## src/rtl/line_f.sv

```systemverilog
// Instruction fetch stage: owns the PC, issues one read at a time to a
// variable-latency instruction memory, buffers returned words in a 2-entry
// queue feeding decode, and applies branch-delay-slot redirects.
module line_f #(
  parameter logic [31:0] RESET_PC = 32'h0000_3000
) (
  input  logic        clk,
  input  logic        reset,
  input  logic        stop,
  input  logic        npc_on,
  input  logic [31:0] pc_next,
  output logic        imem_req,
  output logic [31:0] imem_addr,
  input  logic        imem_ready,
  input  logic        imem_rvalid,
  input  logic [31:0] imem_rdata,
  output logic [31:0] ins_out,
  output logic [31:0] pc_out,
  output logic        f_valid
);

  // Memory handshake: a request transfers on a rising edge where
  // imem_req && imem_ready; imem_req never waits on imem_ready. Exactly one
  // transfer may be in flight, and its data returns with imem_rvalid at least
  // one cycle after the transfer. imem_rvalid seen with nothing in flight is
  // ignored, so a response that straddles a reset is harmless.

  logic [31:0] fetch_pc;
  logic [31:0] req_pc;
  logic        outstanding;
  logic        drop;
  logic [1:0]  count;
  logic [31:0] q_pc  [2];
  logic [31:0] q_ins [2];
  logic [31:0] last_pc;
  logic        rd_pend;
  logic [31:0] rd_target;
  logic [31:0] rd_slot;

  logic        consume;
  logic        resp;
  logic        push;
  logic        redir_a;
  logic        redir_b;
  logic        redir_res;
  logic        flush;
  logic [31:0] flush_pc;
  logic [1:0]  count_nxt;
  logic        out_free;
  logic        accept;
  logic        in_flight_after;

  assign consume   = !stop && (count != 2'd0);
  assign resp      = imem_rvalid && outstanding;
  // Redirect seen while the queue holds the delay slot.
  assign redir_a   = npc_on && !stop && (count != 2'd0) && !rd_pend;
  // Redirect seen with the queue empty: remember it until the slot leaves.
  assign redir_b   = npc_on && !stop && (count == 2'd0) && !rd_pend;
  assign redir_res = rd_pend && consume && (q_pc[0] == rd_slot);
  assign flush     = redir_a || redir_res;
  assign flush_pc  = redir_res ? rd_target : pc_next;
  // A word arriving on a flushing edge is always past the delay slot.
  assign push      = resp && !drop && !flush;

  // Queue occupancy after this edge; drives the request decision.
  always_comb begin
    count_nxt = count;
    if (flush)
      count_nxt = 2'd0;
    else if (push && !consume)
      count_nxt = count + 2'd1;
    else if (!push && consume)
      count_nxt = count - 2'd1;
  end

  assign out_free        = !outstanding || resp;
  assign imem_req        = reset && out_free && (count_nxt != 2'd2);
  assign imem_addr       = fetch_pc;
  assign accept          = imem_req && imem_ready;
  assign in_flight_after = (outstanding && !resp) || accept;

  assign f_valid = (count != 2'd0);
  assign ins_out = f_valid ? q_ins[0] : 32'h0;
  assign pc_out  = f_valid ? q_pc[0]  : 32'h0;

  // Fetch PC, request tracking, wrong-path drop flag and delivered-PC record.
  always_ff @(posedge clk or negedge reset) begin
    if (!reset) begin
      fetch_pc    <= RESET_PC;
      req_pc      <= RESET_PC;
      outstanding <= 1'b0;
      drop        <= 1'b0;
      count       <= 2'd0;
      last_pc     <= RESET_PC - 32'd4;
    end else begin
      count       <= count_nxt;
      outstanding <= in_flight_after;
      if (accept)
        req_pc <= fetch_pc;
      if (flush)
        fetch_pc <= flush_pc;
      else if (accept)
        fetch_pc <= fetch_pc + 32'd4;
      // Anything still in flight after a flush is on the wrong path.
      if (flush)
        drop <= in_flight_after;
      else if (resp)
        drop <= 1'b0;
      if (consume)
        last_pc <= q_pc[0];
    end
  end

  // Two-entry queue with the head always in slot 0.
  always_ff @(posedge clk or negedge reset) begin
    if (!reset) begin
      q_pc[0]  <= 32'h0;
      q_pc[1]  <= 32'h0;
      q_ins[0] <= 32'h0;
      q_ins[1] <= 32'h0;
    end else if (!flush) begin
      case ({push, consume})
        2'b10: begin
          if (count == 2'd0) begin
            q_pc[0]  <= req_pc;
            q_ins[0] <= imem_rdata;
          end else begin
            q_pc[1]  <= req_pc;
            q_ins[1] <= imem_rdata;
          end
        end
        2'b01: begin
          q_pc[0]  <= q_pc[1];
          q_ins[0] <= q_ins[1];
        end
        2'b11: begin
          if (count == 2'd1) begin
            q_pc[0]  <= req_pc;
            q_ins[0] <= imem_rdata;
          end else begin
            q_pc[0]  <= q_pc[1];
            q_ins[0] <= q_ins[1];
            q_pc[1]  <= req_pc;
            q_ins[1] <= imem_rdata;
          end
        end
        default: ;
      endcase
    end
  end

  // Deferred redirect: target and delay-slot PC held until the slot is consumed.
  always_ff @(posedge clk or negedge reset) begin
    if (!reset) begin
      rd_pend   <= 1'b0;
      rd_target <= 32'h0;
      rd_slot   <= 32'h0;
    end else if (redir_res) begin
      rd_pend <= 1'b0;
    end else if (redir_b) begin
      rd_pend   <= 1'b1;
      rd_target <= pc_next;
      rd_slot   <= last_pc + 32'd4;
    end
  end

endmodule
```

## config.mk

```make
export PLATFORM = sky130hd
export DESIGN_NAME = line_f
export DESIGN_NICKNAME = d
export VERILOG_FILES = /design/src/rtl/line_f.sv
export SDC_FILE = /design/constraint.sdc
export NUM_CORES = 1
export LEC_CHECK = 0
export CAP_MARGIN = 15
export CORE_MARGIN = 3
export CORE_UTILIZATION = 53
export DETAILED_ROUTE_END_ITERATION = 16
export GPL_TIMING_DRIVEN = 0
export PLACE_DENSITY_LB_ADDON = 0.08
export SLEW_MARGIN = 10
export SYNTH_ARGS = -nofsm -noshare
export SYNTH_HDL_FRONTEND = slang
export SYNTH_SLANG_ARGS = --single-unit
```

## constraint.sdc

```tcl
create_clock -name clk -period 6.5 [get_ports clk]
set_input_delay 1.3 -clock clk [delete_from_list [all_inputs] [get_ports clk]]
set_output_delay 1.3 -clock clk [all_outputs]
set_load 0.005 [all_outputs]
```

Word level (Yosys, flattened, before mapping)
Cells that the tools add are included.

cells by class
  reduce and logical (&&, ||, !) cells = 38
  muxes and demuxes = 24
  bitwise operators = 2
  eq/ne operators = 9
  add/sub/neg operators = 4

operators with widths
  cell                   number
  $mux 32                13
  $pmux 32 s3            2
  $pmux 32 s2            2
  $add 32x3->32 const B  2
  $eq 32x32->1           1
  $logic_and 1x1->1      17
  $reduce_bool 2->1      5
  $logic_not 1->1        8
  $ne 2x2->1 const B     4
  $mux 2                 3
  $eq 2x1->1 const B     2
  $eq 2x2->1 const B     2
  $mux 1                 4
  $reduce_and 4->1       1
  $logic_or 1x1->1       3
  $reduce_and 3->1       1
  $reduce_bool 3->1      1
  $add 2x1->2 const B    1
  $logic_not 2->1        1
  $not 1->1              2
  $reduce_and 2->1       1
  $sub 2x1->2 const B    1

storage, ports and cells
  register bits after elaboration = 293
  input bits = 70
  output and inout port bits = 98

Longest topological paths before layout
Gate-level depths: netlist of the first run.

  depth after elaboration = 17
  mapped depth = 13
  mapped depth without buffers = 9

Worst setup path after synthesis of the first run
No wires, ideal clock.

  path kind = input port to output port
  start = input stop
  end = output imem_req
  buffers on the path = 2
  arrival time = 2.513 ns
  stages = 8
  data required time = 5.200 ns
  slack = 2.687 ns
  cells stage by stage = nor2_1 nand4_1 nor4_2 and3_1 buf_6 nor2_4 clkbuf_1 a21oi_1

between the ends
  cells in the longest elaborated chain, start to end = 14

RTL lines
  item                                                RTL line  source
  start: declaration                                  9         input logic stop,
  $logic_not 1->1 *                                   53, 56
  $logic_and 1x1->1 (on tied branches)                56, 53
  $logic_and 1x1->1 (on tied branches) (2 in series)  56, 59
  $logic_or 1x1->1                                    60        assign flush = redir_a || redir_res;
  $logic_not 1->1                                     --
  $logic_and 1x1->1                                   63        assign push = resp && !drop && !flush;
  $logic_not 1->1                                     72        else if (!push && consume)
  $logic_and 1x1->1                                   72
  $mux 2                                              72
  $mux 2                                              70        else if (push && !consume)
  $mux 2 *                                            68        if (flush)
  $ne 2x2->1 *                                        77        assign imem_req = reset && out_free && (count_nxt != 2'd2);
  $logic_and 1x1->1 *                                 77
  end: declaration                                    12        output logic imem_req,

Every way passes the cells marked *; elsewhere a longest branch is shown, timed or not.

Worst setup path after layout of the first run
Ends and elaborated chain as after synthesis.

==> results of run 1 <==
[logic make-up (layout without fill, tap and decap cells)]
kind of cell / Yosys count / count (layout) / synth area share (%)
fa+ha+maj: 4 / 4 / 0.348
xor+xnor: 66 / 66 / 4.01
simple gates: 489 / 489 / 16.2
buf+inv: 98 / 325 / 3.95
flops: 293 / 293 / 51.1
compound gates: 293 / 293 / 14.1
mux: 131 / 131 / 10.3
[where the power goes]
group | internal [uW] | switching (uW) | leakage (uW)
clock | 1170 | 730 | 0.000554
combinational | 1340 | 1220 | 0.00337
sequential | 2400 | 542 | 0.00366
total | 4920 | 2490 | 0.00758
[area by class of cell]
type / count / area (um2)
multi-input cells: 983 / 6480
plain buffers: 79 / 497
repair buffers: 170 / 1760
well taps: 335 / 419
flip-flops and latches: 293 / 7350
inverters: 19 / 71.3
clock inverters: 13 / 194
fillers: 2082 / 8670
clock buffers: 44 / 915
[stage by stage]
stage                     utilization [%]  setup WS (ps)  setup TNS [ps]  cell area (um2)
after floorplan                         -           2690               0            14400
after global placement               62.6         -11390        -3203770            16500
after detailed placement             62.9            994               0            16600
after CTS                            67.1            949               0            17700
after global routing                 67.1            740               0            17700
final                                67.1            877               0            17700
[per-layer routing]
metal	part of all wire, %	up-vias
met3	5.4	58
met5	0	-
li1	-	5148
met4	2.0	0
met2	47	319
met1	46	5482
[path summary, 6_finish.rpt]
check	from	endpoint	slack, ps	depth (start not counted)
max	stop	imem_req	880	10
max reg2reg	count[0]$_DFF_PN0_	rd_slot[19]$_DFFE_PN0P_	2990	8
min reg2reg	last_pc[0]$_DFFE_PN0N_	last_pc[0]$_DFFE_PN0N_	480	2
min	last_pc[0]$_DFFE_PN0N_	last_pc[0]$_DFFE_PN0N_	480	2
max in group asynchronous	reset	q_ins[26]$_DFFE_PN0P_	4300	4
min in group asynchronous	reset	last_pc[14]$_DFFE_PN0N_	650	1
[state kept, by name, indices dropped and copies added, names as in the netlist]
signal and count:
rd_target 32, outstanding 1, drop 1, count 2, rd_pend 1, last_pc 32, req_pc 32, rd_slot 32
q_ins 64, q_pc 64, imem_addr 32
[cells in the final DEF, fill, tap and decap left out, types with 27 or more instances in the layout]
cell / count
xnor2_1: 49
clkbuf_1: 38
mux2_2: 88
mux2_1: 40
nor2b_1: 63
clkdlybuf4s50_1: 166
a21oi_2: 79
clkbuf_16: 31
nand3_1: 28
nand2_1: 194
a21oi_1: 106
o21ai_0: 27
dfrtp_1: 278
nor2_1: 132
[worst min-delay path: cells and delay by family (launching register included)]
family           cells  cell delay, ps
flip-flops           1             340
AND/OR/NAND/NOR      2             110
==> run summary, run 1 <==
Status - completed
Max Root-Sink Buffers - 3
Wire per inst - 19.3 um
Number of port buffers - 167
Critical path class - in -> out
Slowest stage cell, crit path - clkdlybuf4s50_1
Synth Flop Type - dfrtp_1
H-tree depth - 1
Worst path most repeated cell - clkdlybuf4s50_1
Post-synthesis cell area - 14400 um2
Tmin final - 5620 ps
CTS sink count - 293
CP max FO - 10
Fin crit share - 86.5%
Seq/Total Area, Yosys - 51.1%
WP buf/inv - 4
Routed Wire Length - 37.5 mm
Die area - 29200 um2
Synth cell count leaders - dfrtp_1, nand2_1, nor2_1
Die Span Y - 171 um
CTS Hold Bufs - 0
Die Wd - 171 um
CP endpoint kind - primary output
CTS root buf - clkbuf_16
Initial antenna violation count - 0
Gates resized, CTS repair - 0
Syn-to-layout area delta - 22.8%
Worst EP required - 5200 ps
CP max stage delay - 540 ps
Asr flop ratio synth - 100%
N_diodes - 0
Skew-Pair Late Insertion Delay - 550 ps
Tot Pwr - 7410 uW
Overflow after GRT - 0
Average vias per placed instance - 5.69
Crit path cell chain - clkdlybuf4s50_1 -> nor2_1 -> nand4_1 -> nor4_2 -> and3_1 -> buf_6 -> nor2_4 -> clkbuf_1 -> a21oi_1 -> clkdlybuf4s50_1
Via count - 11000
GR met2 Demand/Resource - 41.7%
Top post-synthesis cells by area - dfrtp_1, mux2_2, nand2_1, a21oi_2, a21oi_1
Pin count of the biggest net entering global routing - 109
Total Routing Usage GR - 25.6%
Synth unique cells - 72
Setup crit start kind - primary input
Achievable Freq - 178 MHz
Final nets - 1651
TritonCTS clock tree - done
Synthesized Nets - 1448
DRC viols - 0
Reg clk slew, reported paths - 60 ps
Total leakage power - 0.00758 uW
Final setup violation count - 0
Post-CTS Setup Repair Bufs - 0
DRT Pass-1 Iters - 5
Worst slew pin tran - 1250 ps
Syn Inst Count - 1374
VDD IR-drop max - 0.323 mV
Slew Viols, Final - 0
DRT iter0 DRCs - 931
Antenna viol nets, final - 0
Synthesized area per cell - 10.5 um2
Non-Filler Instances - 1936
Vias in the first global route - 11000
M3 GR Usage - 3.49%
Post-DP HPWL - 27.0 mm
Hold crit path type - reg -> reg
Crit-path leading delay family - buffers and inverters
Most Crowded Layer GR - met2
Core Box Area - 26400 um2
Synth Warn # - 0
Rel. slew slack - 16.2%
Power Dens Cells - 419 nW/um2
Flop and latch count out of synthesis - 293
Worst Path Arrival - 4320 ps
Final-report hold violation count - 0
Placed Cells - 1879
Clock skew - 12.3 ps
Yosys top cell area share - 48.3%
Top-count cell post-synth - dfrtp_1
Post-synth EDFFs - 0
RSZ-0062 raised after global routing - no
Core Rows - 59
Global placer's final weighted congestion - 0.893
# IOs - 168
Layout cells sized above 1 - 18.7%
Max Cap Viol - 0
CTS Buf Count - 31
Worst hold margin - 477 ps
Initial Util - 54.6%
First-pass GRT wire length - 59.7 mm
Met1 GRT Util - 36.9%
Biggest area consumer among synthesized cells - dfrtp_1
(Power assumes the default switching activity.)
==> run 2, diff against run 1 <==
==> constraint.sdc (replaced) <==
create_clock -name clk -period 6.5 [get_ports clk]
set_input_delay 1.3 -clock clk [delete_from_list [all_inputs] [get_ports clk]]
set_output_delay 1.3 -clock clk [all_outputs]
set_load 0.02 [all_outputs]
==> results of run 2 <==
The final DEF is identical to that of run 1. Status: completed.
Main changes from that run: setup slack after placement 994 ps -> 890 ps; setup slack after layout 877 ps -> 774 ps; total power 7410 uW -> 7740 uW; worst IR drop on VDD 0.323 mV -> 0.330 mV
